`config.mk`:
```
export PLATFORM = sky130hd
export DESIGN_NAME = ar_synth_seq_flat
export DESIGN_NICKNAME = d
export VERILOG_FILES = /design/src/rtl/ar_synth_seq_if.sv /design/src/rtl/ar_synth_seq.sv /design/src/flat_wrapper.sv
export SDC_FILE = /design/constraint.sdc
export NUM_CORES = 2
export LEC_CHECK = 0
export ABC_AREA = 0
export CAP_MARGIN = 20
export CORE_ASPECT_RATIO = 0.6
export CORE_MARGIN = 3
export CORE_UTILIZATION = 55
export DETAILED_ROUTE_END_ITERATION = 10
export GPL_TIMING_DRIVEN = 0
export PLACE_DENSITY = 0.69
export SLEW_MARGIN = 20
export SYNTH_ARGS = -nofsm -noshare
export SYNTH_HDL_FRONTEND = slang
export SYNTH_SLANG_ARGS = --single-unit
```
`constraint.sdc`:
```
create_clock -name clk -period 25.8 [get_ports clk]
set_input_delay 5.16 -clock clk [delete_from_list [all_inputs] [get_ports clk]]
set_output_delay 5.16 -clock clk [all_outputs]
set_load 0.005 [all_outputs]
```
`src/rtl/ar_synth_seq_if.sv`:
```
// Stream and coefficient-port bundle for the AR synthesis filter.
// The slave modport is the filter side; the master modport is the producer/consumer side.
interface ar_synth_seq_if #(
    parameter int unsigned N    = 32,
    parameter int unsigned PMax = 10
);
    localparam int unsigned PW = $clog2(PMax + 1);
    localparam int unsigned AW = $clog2(PMax);

    logic [N-1:0]  e_in;
    logic          in_valid;
    logic          in_ready;
    logic [PW-1:0] p_order;
    logic          coef_load;
    logic [AW-1:0] coef_addr;
    logic [N-1:0]  coef_data;
    logic [N-1:0]  x_out;
    logic          out_valid;
    logic          out_ready;
    logic          overflow;

    modport slave (
        input  e_in, in_valid, p_order, coef_load, coef_addr, coef_data, out_ready,
        output in_ready, x_out, out_valid, overflow
    );

    modport master (
        output e_in, in_valid, p_order, coef_load, coef_addr, coef_data, out_ready,
        input  in_ready, x_out, out_valid, overflow
    );
endinterface

```
`src/rtl/ar_synth_seq.sv`:
```
// Recursive AR synthesis filter: x[t] = e[t] + sum a[i]*x[t-1-i], one shared Q-format MAC
// sequenced by an IDLE/MAC/OUT FSM with valid/ready on both streams.
module ar_synth_seq #(
    parameter int unsigned N    = 32,
    parameter int unsigned Q    = 15,
    parameter int unsigned PMax = 10
) (
    input logic               clk,
    input logic               rst,
    ar_synth_seq_if.slave     bus
);
    localparam int unsigned PW = $clog2(PMax + 1);
    localparam int unsigned AW = $clog2(PMax);

    typedef enum logic [1:0] {StIdle, StMac, StOut} state_e;

    state_e        state_q, state_d;
    logic [N-1:0]  acc_q, acc_d;
    logic [N-1:0]  x_q, x_d;
    logic [PW-1:0] idx_q, idx_d;
    logic [PW-1:0] plat_q, plat_d;
    logic          ovf_q, ovf_d;
    logic [N-1:0]  hist_q [PMax];
    logic [N-1:0]  coef_q [PMax];

    logic                  hist_shift;
    logic                  coef_we;
    logic [PW-1:0]         p_clamp;
    logic signed [2*N-1:0] mul_a, mul_b, prod, prod_sh;
    logic [N-1:0]          mul_res, sum;
    logic                  mul_ovf, add_ovf;

    // Shared datapath: tap idx_q of coef x hist, truncated toward -inf, then accumulated.
    always_comb begin
        p_clamp = (bus.p_order > PW'(PMax)) ? PW'(PMax) : bus.p_order;
        mul_a   = {{N{coef_q[idx_q[AW-1:0]][N-1]}}, coef_q[idx_q[AW-1:0]]};
        mul_b   = {{N{hist_q[idx_q[AW-1:0]][N-1]}}, hist_q[idx_q[AW-1:0]]};
        prod    = mul_a * mul_b;
        prod_sh = prod >>> Q;
        mul_res = prod_sh[N-1:0];
        mul_ovf = !((&prod_sh[2*N-1:N-1]) || !(|prod_sh[2*N-1:N-1]));
        sum     = acc_q + mul_res;
        add_ovf = (acc_q[N-1] == mul_res[N-1]) && (sum[N-1] != acc_q[N-1]);
    end

    always_comb begin
        state_d    = state_q;
        acc_d      = acc_q;
        x_d        = x_q;
        idx_d      = idx_q;
        plat_d     = plat_q;
        ovf_d      = ovf_q;
        hist_shift = 1'b0;
        coef_we    = 1'b0;
        case (state_q)
            StIdle: begin
                coef_we = bus.coef_load && ({1'b0, bus.coef_addr} < (AW + 1)'(PMax));
                if (bus.in_valid) begin
                    acc_d  = bus.e_in;
                    plat_d = p_clamp;
                    idx_d  = '0;
                    if (p_clamp == '0) begin
                        x_d     = bus.e_in;
                        state_d = StOut;
                    end else begin
                        state_d = StMac;
                    end
                end
            end
            StMac: begin
                acc_d = sum;
                idx_d = idx_q + PW'(1);
                ovf_d = ovf_q | mul_ovf | add_ovf;
                if (idx_q == plat_q - PW'(1)) begin
                    x_d     = sum;
                    state_d = StOut;
                end
            end
            StOut: begin
                if (bus.out_ready) begin
                    hist_shift = 1'b1;
                    state_d    = StIdle;
                end
            end
            default: state_d = StIdle;
        endcase
    end

    always_ff @(posedge clk) begin
        if (rst) begin
            state_q <= StIdle;
            acc_q   <= '0;
            x_q     <= '0;
            idx_q   <= '0;
            plat_q  <= '0;
            ovf_q   <= 1'b0;
            for (int i = 0; i < PMax; i++) begin
                hist_q[i] <= '0;
                coef_q[i] <= '0;
            end
        end else begin
            state_q <= state_d;
            acc_q   <= acc_d;
            x_q     <= x_d;
            idx_q   <= idx_d;
            plat_q  <= plat_d;
            ovf_q   <= ovf_d;
            if (hist_shift) begin
                hist_q[0] <= x_q;
                for (int i = 1; i < PMax; i++) begin
                    hist_q[i] <= hist_q[i-1];
                end
            end
            if (coef_we) begin
                coef_q[bus.coef_addr] <= bus.coef_data;
            end
        end
    end

    assign bus.in_ready  = (state_q == StIdle);
    assign bus.out_valid = (state_q == StOut);
    assign bus.x_out     = x_q;
    assign bus.overflow  = ovf_q;
endmodule

```
`src/flat_wrapper.sv`:
```
// flat-port wrapper written by rule: the top's interface ports become plain ports
module ar_synth_seq_flat 
#(
    parameter int unsigned N    = 32,
    parameter int unsigned Q    = 15,
    parameter int unsigned PMax = 10
)
  (clk, rst, bus_e_in, bus_in_valid, bus_p_order, bus_coef_load, bus_coef_addr, bus_coef_data, bus_out_ready, bus_in_ready, bus_x_out, bus_out_valid, bus_overflow);
  ar_synth_seq_if #(.N(N), .PMax(PMax)) bus_i ();
  input logic clk;
  input logic rst;
  input wire logic [$bits(bus_i.e_in)-1:0] bus_e_in;
  input wire logic [$bits(bus_i.in_valid)-1:0] bus_in_valid;
  input wire logic [$bits(bus_i.p_order)-1:0] bus_p_order;
  input wire logic [$bits(bus_i.coef_load)-1:0] bus_coef_load;
  input wire logic [$bits(bus_i.coef_addr)-1:0] bus_coef_addr;
  input wire logic [$bits(bus_i.coef_data)-1:0] bus_coef_data;
  input wire logic [$bits(bus_i.out_ready)-1:0] bus_out_ready;
  output wire logic [$bits(bus_i.in_ready)-1:0] bus_in_ready;
  output wire logic [$bits(bus_i.x_out)-1:0] bus_x_out;
  output wire logic [$bits(bus_i.out_valid)-1:0] bus_out_valid;
  output wire logic [$bits(bus_i.overflow)-1:0] bus_overflow;
  assign bus_i.e_in = bus_e_in;
  assign bus_i.in_valid = bus_in_valid;
  assign bus_i.p_order = bus_p_order;
  assign bus_i.coef_load = bus_coef_load;
  assign bus_i.coef_addr = bus_coef_addr;
  assign bus_i.coef_data = bus_coef_data;
  assign bus_i.out_ready = bus_out_ready;
  assign bus_in_ready = bus_i.in_ready;
  assign bus_x_out = bus_i.x_out;
  assign bus_out_valid = bus_i.out_valid;
  assign bus_overflow = bus_i.overflow;
  ar_synth_seq #(.N(N), .Q(Q), .PMax(PMax)) u_core (.clk(clk), .rst(rst), .bus(bus_i));
endmodule
```
; ---- Yosys cells after proc, flatten, opt, wreduce, memory -nomap -nowiden
; Memories as Yosys holds them, arrays and structs flattened. A register that Yosys moved wholly into a read port is not among the register bits.
; Cells that the tools add are included.
[totals]
register_bits = 75
in_bits = 77
ramBits = 640
wordCells = 92
n_memories = 2
out_inout_bits = 35
[memory_table]
columns = name, depth, word_bits, rd, rd_ports_with_merged_regs, write_ports, line_no
row1 = u_core.coef_q, 10, 32, 1, 1, 10, ar_synth_seq.sv:24  ; logic [N-1:0] coef_q [PMax];
row2 = u_core.hist_q, 10, 32, 10, 1, 10, ar_synth_seq.sv:23  ; logic [N-1:0] hist_q [PMax];
[op_classes]
reduce_logical = 15
add_sub_neg = 3
n_mul = 1
n_bitwise = 12
order_cmp = 2
n_eq_ne = 9
n_mux = 42
[ops]
columns = cell, n
row1 = $mux 32, 15
row2 = $pmux 32 s2, 2
row3 = $mul 32x32->64, 1
row4 = $add 32x32->32, 1
row5 = $reduce_or 32->1, 1
row6 = $mux 4, 7
row7 = $reduce_and 18->1, 1
row8 = $reduce_or 18->1, 1
row9 = $mux 1, 12
row10 = $or 1x1->1, 12
row11 = $mux 2, 4
row12 = $pmux 4 s2, 1
row13 = $pmux 2 s3, 1
row14 = $add 4x1->4 const B, 1
row15 = $eq 4x4->1, 1
row16 = $gt 4x4->1 const B, 1
row17 = $logic_not 4->1, 1
row18 = $lt 4x4->1 const B, 1
row19 = $ne 2x1->1 const B, 2
row20 = $ne 2x2->1 const B, 2
row21 = $reduce_and 2->1, 2
row22 = $reduce_and 4->1, 1
row23 = $sub 4x1->4 const B, 1
row24 = $reduce_and 3->1, 1
row25 = other kinds (9), 11

; ---- Depth between registers and ports, before layout
[depth]
depth_word = 8
depth_mapped = 51
depth_no_buf = 44

; ---- Least setup slack after synthesis
; No wires, ideal clock.
[synth_path]
path_type = input to register
from = input port rst
to = memory u_core.hist_q[0][0], enable pin
arrival_ps = 10940
setup_slack_ps = 12487
cell_stages = 4
setup_ps = 2372
required_ps = 23428
n_path_buf = 2
cell_sequence = clkbuf_1 -> inv_1 -> clkbuf_1 -> nand2_1
[synth_lines]
columns = item, line_no
row1 = "start, declared", flat_wrapper.sv:11  ; input logic rst;
row2 = "end, declared", ar_synth_seq.sv:23

==> results.cfg <==
[finish]
area_growth_pct = 10.1
drive_gt1_share_pct = 7.83
nets = 8420

[synth]
synth_most_common_cell = fa_1
synth_area_leaders = edfxtp_1 (33%), fa_1 (29%), mux4_2 (5.6%)
yosys_warnings = 0
ys_types = 74
synthCells = 6621
synth_area_um2 = 75300
async_reset_ff_share_pct = 0
ys.flop_type = edfxtp_1
ys_ff_latch = 911
syn_avg_cell_area_um2 = 11.4
yosysSeqAreaShare_pct = 35.3
synth_largest_area_cell = edfxtp_1
synth_edf_count = 832
yosys-top-cells-count = fa_1 (1,082), nor2_1 (1,046), inv_1 (1,027)
yosys.area.top_type_share_pct = 33.2

[placed_design]
dp_hpwl_um = 237000
gp_congestion = 1.08
io_buffers = 110

[status]
outcome = finished, final reports clean

[drt]
viasPerCell = 6.13
routed-via-count = 54700
drc = 0
dr.first_iter.drc_count = 8499
wl_um = 288000
ant_nets = 0
wl_per_cell_um = 32.2
drtPass1Iterations = 6

[cts]
clk_latency_ns = 0.69
htreeDepth = 3
numCtsBuffers = 79
cts_setup_buffers = 0
cts_tree = built
cts_root_buffer = clkbuf_16
cts-resized-gates = 0
cts.clk_slew.worst_paths_ns = 0.07
clockBufferDepth = 3
hold_buffers = 0
cts.sinks = 911

[setup_path]
end_kind = flop
path_max_fanout = 10
critPathKind = flop to flop
worstPathArrival_ns = 16.88
slowest_delay_ns = 0.92
required_ns = 26.34
worstRegToRegCells = 35
slowest_stage = clkbuf_1
crit_path_start_kind = flop
crit_top_cell = fa_1

[die]
row_count = 104
chipHeight_um = 293
die-area_um2 = 142000
ios = 112
core-area_um2 = 135000
die_w_um = 484
initial_core_util_pct = 55.8

[timing]
fmax_mhz = 61.2
tightest_slew_ns = 1.31
slew_viol_final = 0
hold_violations = 0
relSlewSlack_pct = 12.4
min_period_ns = 16.34
setup_viol = 0
period_share_pct = 63.4
fin_worst_skew_ns = 0.0380
rsz0062_at_grt = false
fin_tns_setup_ns = 0

[global_routing]
grt_pass1_wl_um = 410000
grt_pass1_vias = 54300
grt_use_total_pct = 41.6
grt_max_degree = 59
overflow = 0
antenna_found_initial = 26

[hold_path]
min_path_type = flop to flop
hold-path-cell-count = 2

[job]
cap_violations = 0
worst paths after layout:
kind / end / startpoint / slack (ns)
setup / recovery: u_core.bus.overflow$_SDFFE_PP0P_ / flop / 9.46
hold / removal: u_core.plat_q[3]$_SDFFE_PP0P_ / u_core.plat_q[3]$_SDFFE_PP0P_ / 0.47
setup reg to reg: u_core.bus.overflow$_SDFFE_PP0P_ / flop / 9.46
hold reg to reg: u_core.plat_q[3]$_SDFFE_PP0P_ / u_core.plat_q[3]$_SDFFE_PP0P_ / 0.47
routing by layer:
layer	part of all wire [%]	vias to the layer above	routed length, µm	track usage [%]
met5	0.035	-	101	0
met4	2.4	12	7000	8.86
met3	18	377	51900	19.9
met2	37	4164	107000	52.4
met1	42	28300	121000	64.4
li1	-	21900	-	-
critical path, delay by kind of cell (launching register included):
family,cells,cell delay (ns)
AO/OA/AOI/OAI,7,1.82
multiplexers,1,0.63
buffers and inverters,9,4.70
AND/OR/NAND/NOR,9,3.40
adder cells (fa/ha/maj),9,4.98
flip-flops,1,0.64
logic make-up after synthesis:
group	count (synthesis)	synth area share, %
and+or+nand+nor	2108	12.4
buffers and inverters	1384	6.94
adders and majority gates	1297	32.3
DFF	911	35.3
AOI/OAI and AO/OA	494	4.17
muxes	326	7.69
xor gates and xnor gates	100	1.16
other	1	0.00498
stage by stage:
step / setup slack (ns) / instances / hold WS, ns / util, % / cell area (µm²)
2_1_floorplan: 12.49 / 6812 / 0.441 / - / 76000
3_3_place_gp: 8.37 / 8724 / 0.461 / 58.8 / 79400
3_5_place_dp: 10.01 / 8766 / 0.457 / 59.5 / 80300
4_1_cts: 9.95 / 8911 / 0.467 / 61.4 / 82800
5_1_grt: 9.34 / 8912 / 0.499 / 61.4 / 82900
6_report: 9.46 / 8927 / 0.474 / 61.4 / 82900
flip-flops by register name (all words and copies together), names as in the netlist, named ones only:
register / cells
u_core.coef_q: 512
u_core.hist_q: 320
u_core.acc_q: 32
u_core.bus.x_out: 32
u_core.idx_q: 4
u_core.plat_q: 4
u_core.state_q: 2
u_core.bus.overflow: 1
cells in the final DEF (no fill, tap or decap), types with 67 or more instances in the layout:
cell	instances
fa_1	1081
nor2_1	1046
inv_1	1027
edfxtp_1	832
nand2_1	480
and2_1	330
clkbuf_1	292
ha_1	215
conb_1	192
mux4_2	187
a21oi_1	134
clkdlybuf4s50_1	110
clkbuf_16	81
dfxtp_1	79
nand2b_1	76
o21ai_0	73
mux2i_1	72
xnor2_1	67
area by class of cell:
class,instances,area [µm²]
buffer,355,1410
antenna,15,37.5
clock inverter,50,453
tap,1802,2250
inverter,1029,3860
fill,11000,52000
multi-input combinational,4517,44400
sequential,911,26600
clock buffer,95,2080
timing repair buffer,153,1830
Power is left out: the tool's default activity adds up to more than one toggle a clock period on the data nets, which glitch-free logic cannot reach.
